## config.mk

```make
export PLATFORM = sky130hd
export DESIGN_NAME = rng_debiaser
export DESIGN_NICKNAME = d
export VERILOG_FILES = /design/src/rtl/rng_debiaser.sv
export SDC_FILE = /design/constraint.sdc
export NUM_CORES = 1
export LEC_CHECK = 0
export BUFFER_PORTS_ARGS = -buffer_cell sky130_fd_sc_hd__clkbuf_2
export CAP_MARGIN = 20
export CELL_PAD_IN_SITES_DETAIL_PLACEMENT = 1
export CELL_PAD_IN_SITES_GLOBAL_PLACEMENT = 1
export CORE_MARGIN = 1
export CORE_UTILIZATION = 37
export CTS_BUF_LIST = sky130_fd_sc_hd__clkbuf_4
export DETAILED_ROUTE_END_ITERATION = 6
export GPL_TIMING_DRIVEN = 0
export PLACE_DENSITY_LB_ADDON = 0.1
export SYNTH_ARGS = -nofsm -noshare
export SYNTH_HDL_FRONTEND = slang
export SYNTH_SLANG_ARGS = --single-unit
```

## constraint.sdc

```tcl
create_clock -name clk -period 3.5 [get_ports clk]
set_clock_uncertainty 0.05 [all_clocks]
set_input_delay 0.175 -clock clk [delete_from_list [all_inputs] [get_ports clk]]
set_output_delay 0.175 -clock clk [all_outputs]
set_load 0.005 [all_outputs]
```

## src/rtl/rng_debiaser.sv

```systemverilog
// rng_debiaser: multi-lane Von Neumann / XOR-pair / bypass entropy debiaser.
// Optional RNG_DEBIAS_STATS_EN adds the discard_cnt output.
module rng_debiaser #(
  parameter int NBITS = 256,
  parameter int NCH   = 1,
  parameter int CNTW  = 12
) (
  input  logic             clk,
  input  logic             rst,
  input  logic             start_p,
  input  logic [1:0]       mode,
  input  logic [CNTW-1:0]  target,
  input  logic             din_vld,
  input  logic [NCH-1:0]   din,
  output logic             busy,
  output logic             done_p,
  output logic [CNTW-1:0]  cnt,
  output logic [NBITS-1:0] y
`ifdef RNG_DEBIAS_STATS_EN
  ,
  output logic [CNTW-1:0]  discard_cnt
`endif
);

  localparam logic [CNTW-1:0] NB_C = CNTW'(NBITS);

  typedef enum logic [1:0] {
    S_IDLE,
    S_RUN,
    S_DONE
  } state_t;

  state_t           state_q, state_d;
  logic [1:0]       mode_q, mode_d;
  logic [CNTW-1:0]  tgt_q, tgt_d;
  logic [CNTW-1:0]  cnt_q, cnt_d;
  logic [NBITS-1:0] y_q, y_d;
  logic             phase_q, phase_d;
  logic [NCH-1:0]   first_q, first_d;
  logic [CNTW-1:0]  acc;

  logic             is_byp, is_xor;
  logic [NCH-1:0]   pv, pb;

  assign is_byp = (mode_q == 2'b10);
  assign is_xor = (mode_q == 2'b01);

`ifdef RNG_DEBIAS_STATS_EN
  logic [CNTW-1:0]  disc_q, disc_d;
  logic [NCH-1:0]   pdisc;

  assign pdisc = (!is_byp && !is_xor && phase_q)
               ? ~(first_q ^ din) : '0;
  assign discard_cnt = disc_q;
`endif

  // Per-lane produced-bit valid/value; reserved mode falls into VN
  always_comb begin
    pv = '0;
    pb = '0;
    unique case (1'b1)
      is_byp: begin
        pv = '1;
        pb = din;
      end
      is_xor: begin
        if (phase_q) begin
          pv = '1;
          pb = first_q ^ din;
        end
      end
      default: begin
        if (phase_q) begin
          pv = first_q ^ din;
          pb = first_q;
        end
      end
    endcase
  end

  always_comb begin
    state_d = state_q;
    mode_d  = mode_q;
    tgt_d   = tgt_q;
    cnt_d   = cnt_q;
    y_d     = y_q;
    phase_d = phase_q;
    first_d = first_q;
    acc     = '0;
`ifdef RNG_DEBIAS_STATS_EN
    disc_d  = disc_q;
`endif
    unique case (state_q)
      S_IDLE: begin
        if (start_p) begin
          state_d = S_RUN;
          mode_d  = mode;
          tgt_d   = (target > NB_C) ? NB_C : target;
          cnt_d   = '0;
          y_d     = '0;
          phase_d = 1'b0;
          first_d = '0;
`ifdef RNG_DEBIAS_STATS_EN
          disc_d  = '0;
`endif
        end
      end
      S_RUN: begin
        if (din_vld) begin
          if (!is_byp) begin
            phase_d = ~phase_q;
            if (!phase_q) first_d = din;
          end
          // Lanes past the target limit are dropped this cycle
          for (int i = 0; i < NCH; i++) begin
            if (cnt_q + acc < tgt_q) begin
              if (pv[i]) begin
                y_d = {pb[i], y_d[NBITS-1:1]};
                acc = acc + CNTW'(1);
              end
`ifdef RNG_DEBIAS_STATS_EN
              if (pdisc[i] && disc_d != '1)
                disc_d = disc_d + CNTW'(1);
`endif
            end
          end
        end
        cnt_d = cnt_q + acc;
        if (cnt_d >= tgt_q) state_d = S_DONE;
      end
      S_DONE: state_d = S_IDLE;
      default: state_d = S_IDLE;
    endcase
  end

  always_ff @(posedge clk) begin
    if (rst) begin
      state_q <= S_IDLE;
      mode_q  <= '0;
      tgt_q   <= '0;
      cnt_q   <= '0;
      y_q     <= '0;
      phase_q <= 1'b0;
      first_q <= '0;
`ifdef RNG_DEBIAS_STATS_EN
      disc_q  <= '0;
`endif
    end else begin
      state_q <= state_d;
      mode_q  <= mode_d;
      tgt_q   <= tgt_d;
      cnt_q   <= cnt_d;
      y_q     <= y_d;
      phase_q <= phase_d;
      first_q <= first_d;
`ifdef RNG_DEBIAS_STATS_EN
      disc_q  <= disc_d;
`endif
    end
  end

  assign busy   = (state_q == S_RUN);
  assign done_p = (state_q == S_DONE);
  assign cnt    = cnt_q;
  assign y      = y_q;

endmodule
```

## After elaboration in Yosys (flattened, before gate mapping)

Index checks and enable logic that the tools add are counted.

| storage, ports and cells | value |
|---|---|
| bits of input ports | 19 |
| output and inout port bits | 270 |
| flip-flop bits (word level) | 286 |
| bits in read-only memories | 0 |
| memories | 0 |
| latch bits | 0 |
| memory bits (writable) | 0 |

| cells by class | value |
|---|---|
| reduce and logical (&&, ||, !) cells | 8 |
| $mul | 0 |
| div/mod/pow operators | 0 |
| $lt $le $gt $ge | 3 |
| shift operators | 0 |
| add/sub/neg operators | 1 |
| equality and inequality tests | 11 |
| muxes and demuxes | 28 |
| bitwise logic cells | 2 |

Operators by type and width:

| operator | count |
|---|---|
| 256-bit two-way mux | 4 |
| 256-bit case mux with 2 select lines | 1 |
| 12-bit two-way mux | 3 |
| 12-bit case mux with 2 select lines | 1 |
| 12-bit adder | 1 |
| 12-bit greater-or-equal comparator | 1 |
| 12-bit by 9-bit > comparator with 1-bit output (second input constant) | 1 |
| 12-bit less-than comparator | 1 |
| 1-bit two-way mux | 12 |
| 5-bit AND reduction | 2 |
| 2-bit != test (second input constant) | 4 |
| 1-bit case mux with 2 select lines | 4 |
| 2-bit by 1-bit != test with 1-bit output (second input constant) | 3 |
| 2-bit AND reduction | 3 |
| 2-bit by 1-bit equality test with 1-bit output (second input constant) | 2 |
| 2-bit equality test (second input constant) | 2 |
| 2-bit two-way mux | 2 |
| 2-bit case mux with 2 select lines | 1 |
| 4-bit AND reduction | 1 |
| 2-bit logical NOT | 1 |
| 2-bit nonzero test | 1 |
| 1-bit NOT | 1 |
| 1-bit XOR | 1 |

## Logic depth before layout (Yosys ltp)

| logic depth | value |
|---|---|
| word-level depth | 11 |
| depth in mapped cells | 18 |

## Least setup slack after synthesis

Ideal clock, no wire load.

| timing | value |
|---|---|
| path kind | reg2reg |
| start point | reg cnt_q[5] (netlist: cnt[5]) |
| end point | reg state_q[0] |
| cell stages (with the launch flop) | 18 |
| period minus slack after synthesis | 3,751 ps |
| required time | 3,379 ps |
| path buffers | 0 |
| arrival time | 3,630 ps |
| library setup time | 71 ps |
| slack | -251 ps |
| path through | dfxtp_1 > ha_1 > a21oi_1 > nor3_1 > a2111oi_2 > o41ai_1 > nor2_1 > ha_1 > ha_1 > nand3_1 > nor3_1 > and3_1 > xor2_1 > ha_1 > a21o_1 > a21oi_1 > o211ai_1 > a21oi_1 |

| on the way | value |
|---|---|
| word-level cells in the longest chain between the ends | 8 |

RTL lines:

| item | RTL line | text |
|---|---|---|
| start: declaration | 36 | `logic [CNTW-1:0] cnt_q, cnt_d;` |
| start signal: assignment | 152 | `cnt_q <= cnt_d;` |
| 12-bit less-than comparator | 116 | `if (cnt_q + acc < tgt_q) begin` |
| 1-bit two-way mux | 116 |  |
| 1-bit two-way mux | 109 | `if (din_vld) begin` |
| 12-bit two-way mux | 93 | `unique case (state_q)` |
| 12-bit adder * | 128 | `cnt_d = cnt_q + acc;` |
| 12-bit greater-or-equal comparator * | 129 | `if (cnt_d >= tgt_q) state_d = S_DONE;` |
| 2-bit by 1-bit != test with 1-bit output (no line) * | -- |  |
| 2-bit AND reduction (no line) * | -- |  |
| end signal: assignment | 149 | `state_q <= state_d;` |
| end: declaration | 33 | `state_t state_q, state_d;` |

Every way passes the cells marked *; elsewhere a longest branch is shown, timed or not. The select of a mux whose other input is x is not followed.
A chain may end at the register's enable or synchronous reset.

## Worst setup path after layout

| timing | value |
|---|---|
| start point | reg tgt_q[7] |
| end point | reg state_q[0] |

| on the way | value |
|---|---|
| word-level cells in the longest chain between the ends | 8 |

RTL lines:

| item | RTL line | text |
|---|---|---|
| start: declaration | 35 | `logic [CNTW-1:0] tgt_q, tgt_d;` |
| start signal: assignment | 151 | `tgt_q <= tgt_d;` |
| 12-bit less-than comparator | 116 |  |
| 1-bit two-way mux | 116 |  |
| 1-bit two-way mux | 109 |  |
| 12-bit two-way mux | 93 |  |
| 12-bit adder | 128 |  |
| 12-bit greater-or-equal comparator * | 129 |  |
| 2-bit by 1-bit != test with 1-bit output (no line) * | -- |  |
| 2-bit AND reduction (no line) * | -- |  |

Marks and branches as above.

==> reports/metrics.cfg <==
[yosys]
synthMuxAreaShare = 0.0009196
synth-xor-area-share = 0.008852
synth_fp_nets = 1155
synth-compound-area-share = 0.1842
avgSynthCellArea_um2 = 9.814
synth_adder_area_share = 0.03104
seq_area_frac_synth = 0.5260
ys_ff_latch = 286
yosys.cell_types.count = 42
synthCells = 1109
synth-async-reset-ratio = 0
synth_top_family_by_area = simple AND/OR/NAND/NOR gates
synth_edf_count = 0
syn-cell-area_um2 = 10880
synthSimpleGateAreaFrac = 0.1880
synthFlopType = dfxtp_1
yosysWarnings = 0

[status]
failed_checks = negative setup slack
status = finished, violations left

[clocking]
cts_tree = done
cts.sinks = 286
clk_latency_ps = 690
clk_pin_slew_ps = 60
h-tree-depth = 3
ctsLongestPathBuffers = 3
ctsRootBufferMaster = clkbuf_4
cts_buffers = 80

[hold_path]
worstHoldStart = mode[0]
min_path_type = primary input to register
min_path_cells = 4
holdPathEnd = mode_q[0]

[floorplan]
dieArea_um2 = 30110
die_x_um = 173.5
die_h_um = 173.5
initial_core_util = 0.3772
ios = 289
coreArea_um2 = 28860
row_count = 62

[critical_path]
worstSetupEndpointType = register
r2r_slack_ps = -100
r2r_end = state_q[0]
worstPathArrival_ps = 4170
ff2ff_path_depth = 18
critPathLaunchType = register
critPathRequiredTime_ps = 4070
crit_type = register to register
r2r_start = tgt_q[7]
critPathMaxFanout = 6

[placement]
gp_congestion = 0.7711
post-place-ws_ps = -500.9
port_buffers = 287
dp_hpwl_um = 22550
dp.cells = 1780

[layout]
syn_to_final_growth_pct = 32.00
num-fill-cells = 3447
mostFrequentLayoutCell = clkbuf_2
nNetsFinal = 1567
drive_gt1_frac = 0.3369
final_cell_mix = clkbuf_2 (287), dfxtp_1 (270), nand2b_1 (257), o22ai_1 (253), clkbuf_4 (114)
layout.cells.non_filler = 1952
seqCellArea_um2 = 5763
multiInputGateArea_um2 = 4686

[timing]
tns_ps = -175.8
final.period_utilization = 1.028
max_freq_mhz = 277.9
hold_viol = 0
drv_slew = 0
worst_slew_margin_rel = 0.5291
final.min_clock_period_ps = 3599
worstMarginPinSlew_ps = 706.4
postLayoutSetupSlackWorst_ps = -98.70
grt_setup_unrepaired = true
setup_viol = 2

[power_and_ir_drop]
leakage_uw = 0.005827
power_uw = 6762
power_density_nw_per_um2 = 470.7
irDropWorstVdd_uv = 232.5

[global_route]
antenna_found_initial = 1
grt_pass1_wl_um = 51960
grt_pass1_vias = 10050
grt_max_degree = 13
grt_remaining_overflow = 0
grt_usage = 0.2123

[route]
drcViolationCount = 0
wl_per_cell_um = 16.78
drt-vias-per-instance = 5.039
dr_total_vias = 9836
firstDrtPassIters = 4
detail-route-antenna-nets = 0
first_iter_violations = 377
drt-total-wl_um = 32750

[job]
drv_cap = 0

-- layout make-up --
type                       instances  share of cell area
inverter                          18            0.004703
tap                              384             0.03344
clock inverter                    14            0.006706
buffer                            95             0.04154
antenna                            1           0.0001742
clock buffer                     114             0.05957
timing repair buffer             330              0.1266
sequential                       286              0.4011
multi-input combinational        710              0.3261
-- how the worst max path moves through the flow --
stage | from | end | cells after the start
after floorplan | cnt[11] | state_q[0] | 17
after CTS | tgt_q[7] | state_q[1] | 18
after global placement | cnt[6] | state_q[0] | 17
after detailed placement | cnt[7] | state_q[0] | 17
after global routing | cnt[10] | state_q[0] | 17
final | tgt_q[7] | state_q[0] | 18
-- kinds of logic (layout without fill, tap and decap cells) --
family                   Yosys count  count (layout)
AO/OA/AOI/OAI                    318             318
XOR/XNOR                          11              11
adder cells (fa/ha/maj)           27              27
buffers and inverters            113             571
flip-flops                       286             286
multiplexers                       1               1
other                              0               1
AND/OR/NAND/NOR                  353             353
-- cells in the mapped netlist, types with 7 or more instances --
cell type | n | share of area
dfxtp_1 | 286 | 0.53
nand2b_1 | 257 | 0.15
o22ai_1 | 253 | 0.15
clkbuf_1 | 43 | 0.015
nor2_1 | 32 | 0.011
buf_6 | 28 | 0.029
ha_1 | 27 | 0.031
nand2_1 | 25 | 0.0086
buf_2 | 24 | 0.011
a21oi_1 | 23 | 0.011
inv_1 | 17 | 0.0059
nor3_1 | 11 | 0.0051
a22oi_1 | 10 | 0.0069
nand3_1 | 9 | 0.0041
o21ai_0 | 9 | 0.0041
xor2_1 | 7 | 0.0056
-- what timing repair did --
item,4_1_cts,5_1_grt
setup endpoints to repair,2,2
hold buffers,24,0
buffers inserted,14,5
pin swaps,13,12
cloned,0,0
resized for setup,27,17
endpoints found under the hold margin,16,0
-- flip-flops by register name, summed over array words and instances (netlist names) --
name     flops
cnt         12
first_q      1
mode_q       2
phase_q      1
state_q      2
tgt_q       12
y          256
-- layer usage --
layer,vias to the layer above,wire length (um),GRT usage
li1,4860,-,-
met1,4650,14810,0.2688
met2,279,14850,0.3352
met3,47,2532,0.07193
met4,0,558,0.07596
met5,-,0,0
-- power breakdown --
group | switching [uW] | internal (uW) | total, uW
sequential | 10.2 | 3260 | 3270
clock | 1380 | 1560 | 2940
combinational | 340 | 213 | 553
-- through the flow --
step                      hold WS [ps]    util  cell area (um2)
after CTS                        165.8  0.4945            14270
final                            249.4  0.4979            14370
after floorplan                  261.0       -            10940
after global placement           376.8  0.4454            12850
after detailed placement         387.0  0.4454            12850
after global routing             210.9  0.4979            14370
-- critical path: stages (launching register included) --
cell and delay [ps]:
dfxtp_2 320, inv_2 80, ha_4 210, a21oi_2 140
o211ai_1 110, a2111oi_2 350, o41ai_2 160, nor2_1 120
ha_2 230, ha_4 160, nand3_4 130, nor2_2 160
xor2_1 190, ha_1 280, a21o_1 170, a21oi_1 160
o31a_1 220, o211ai_1 100, a21oi_1 170
(Power assumes the default switching activity.)
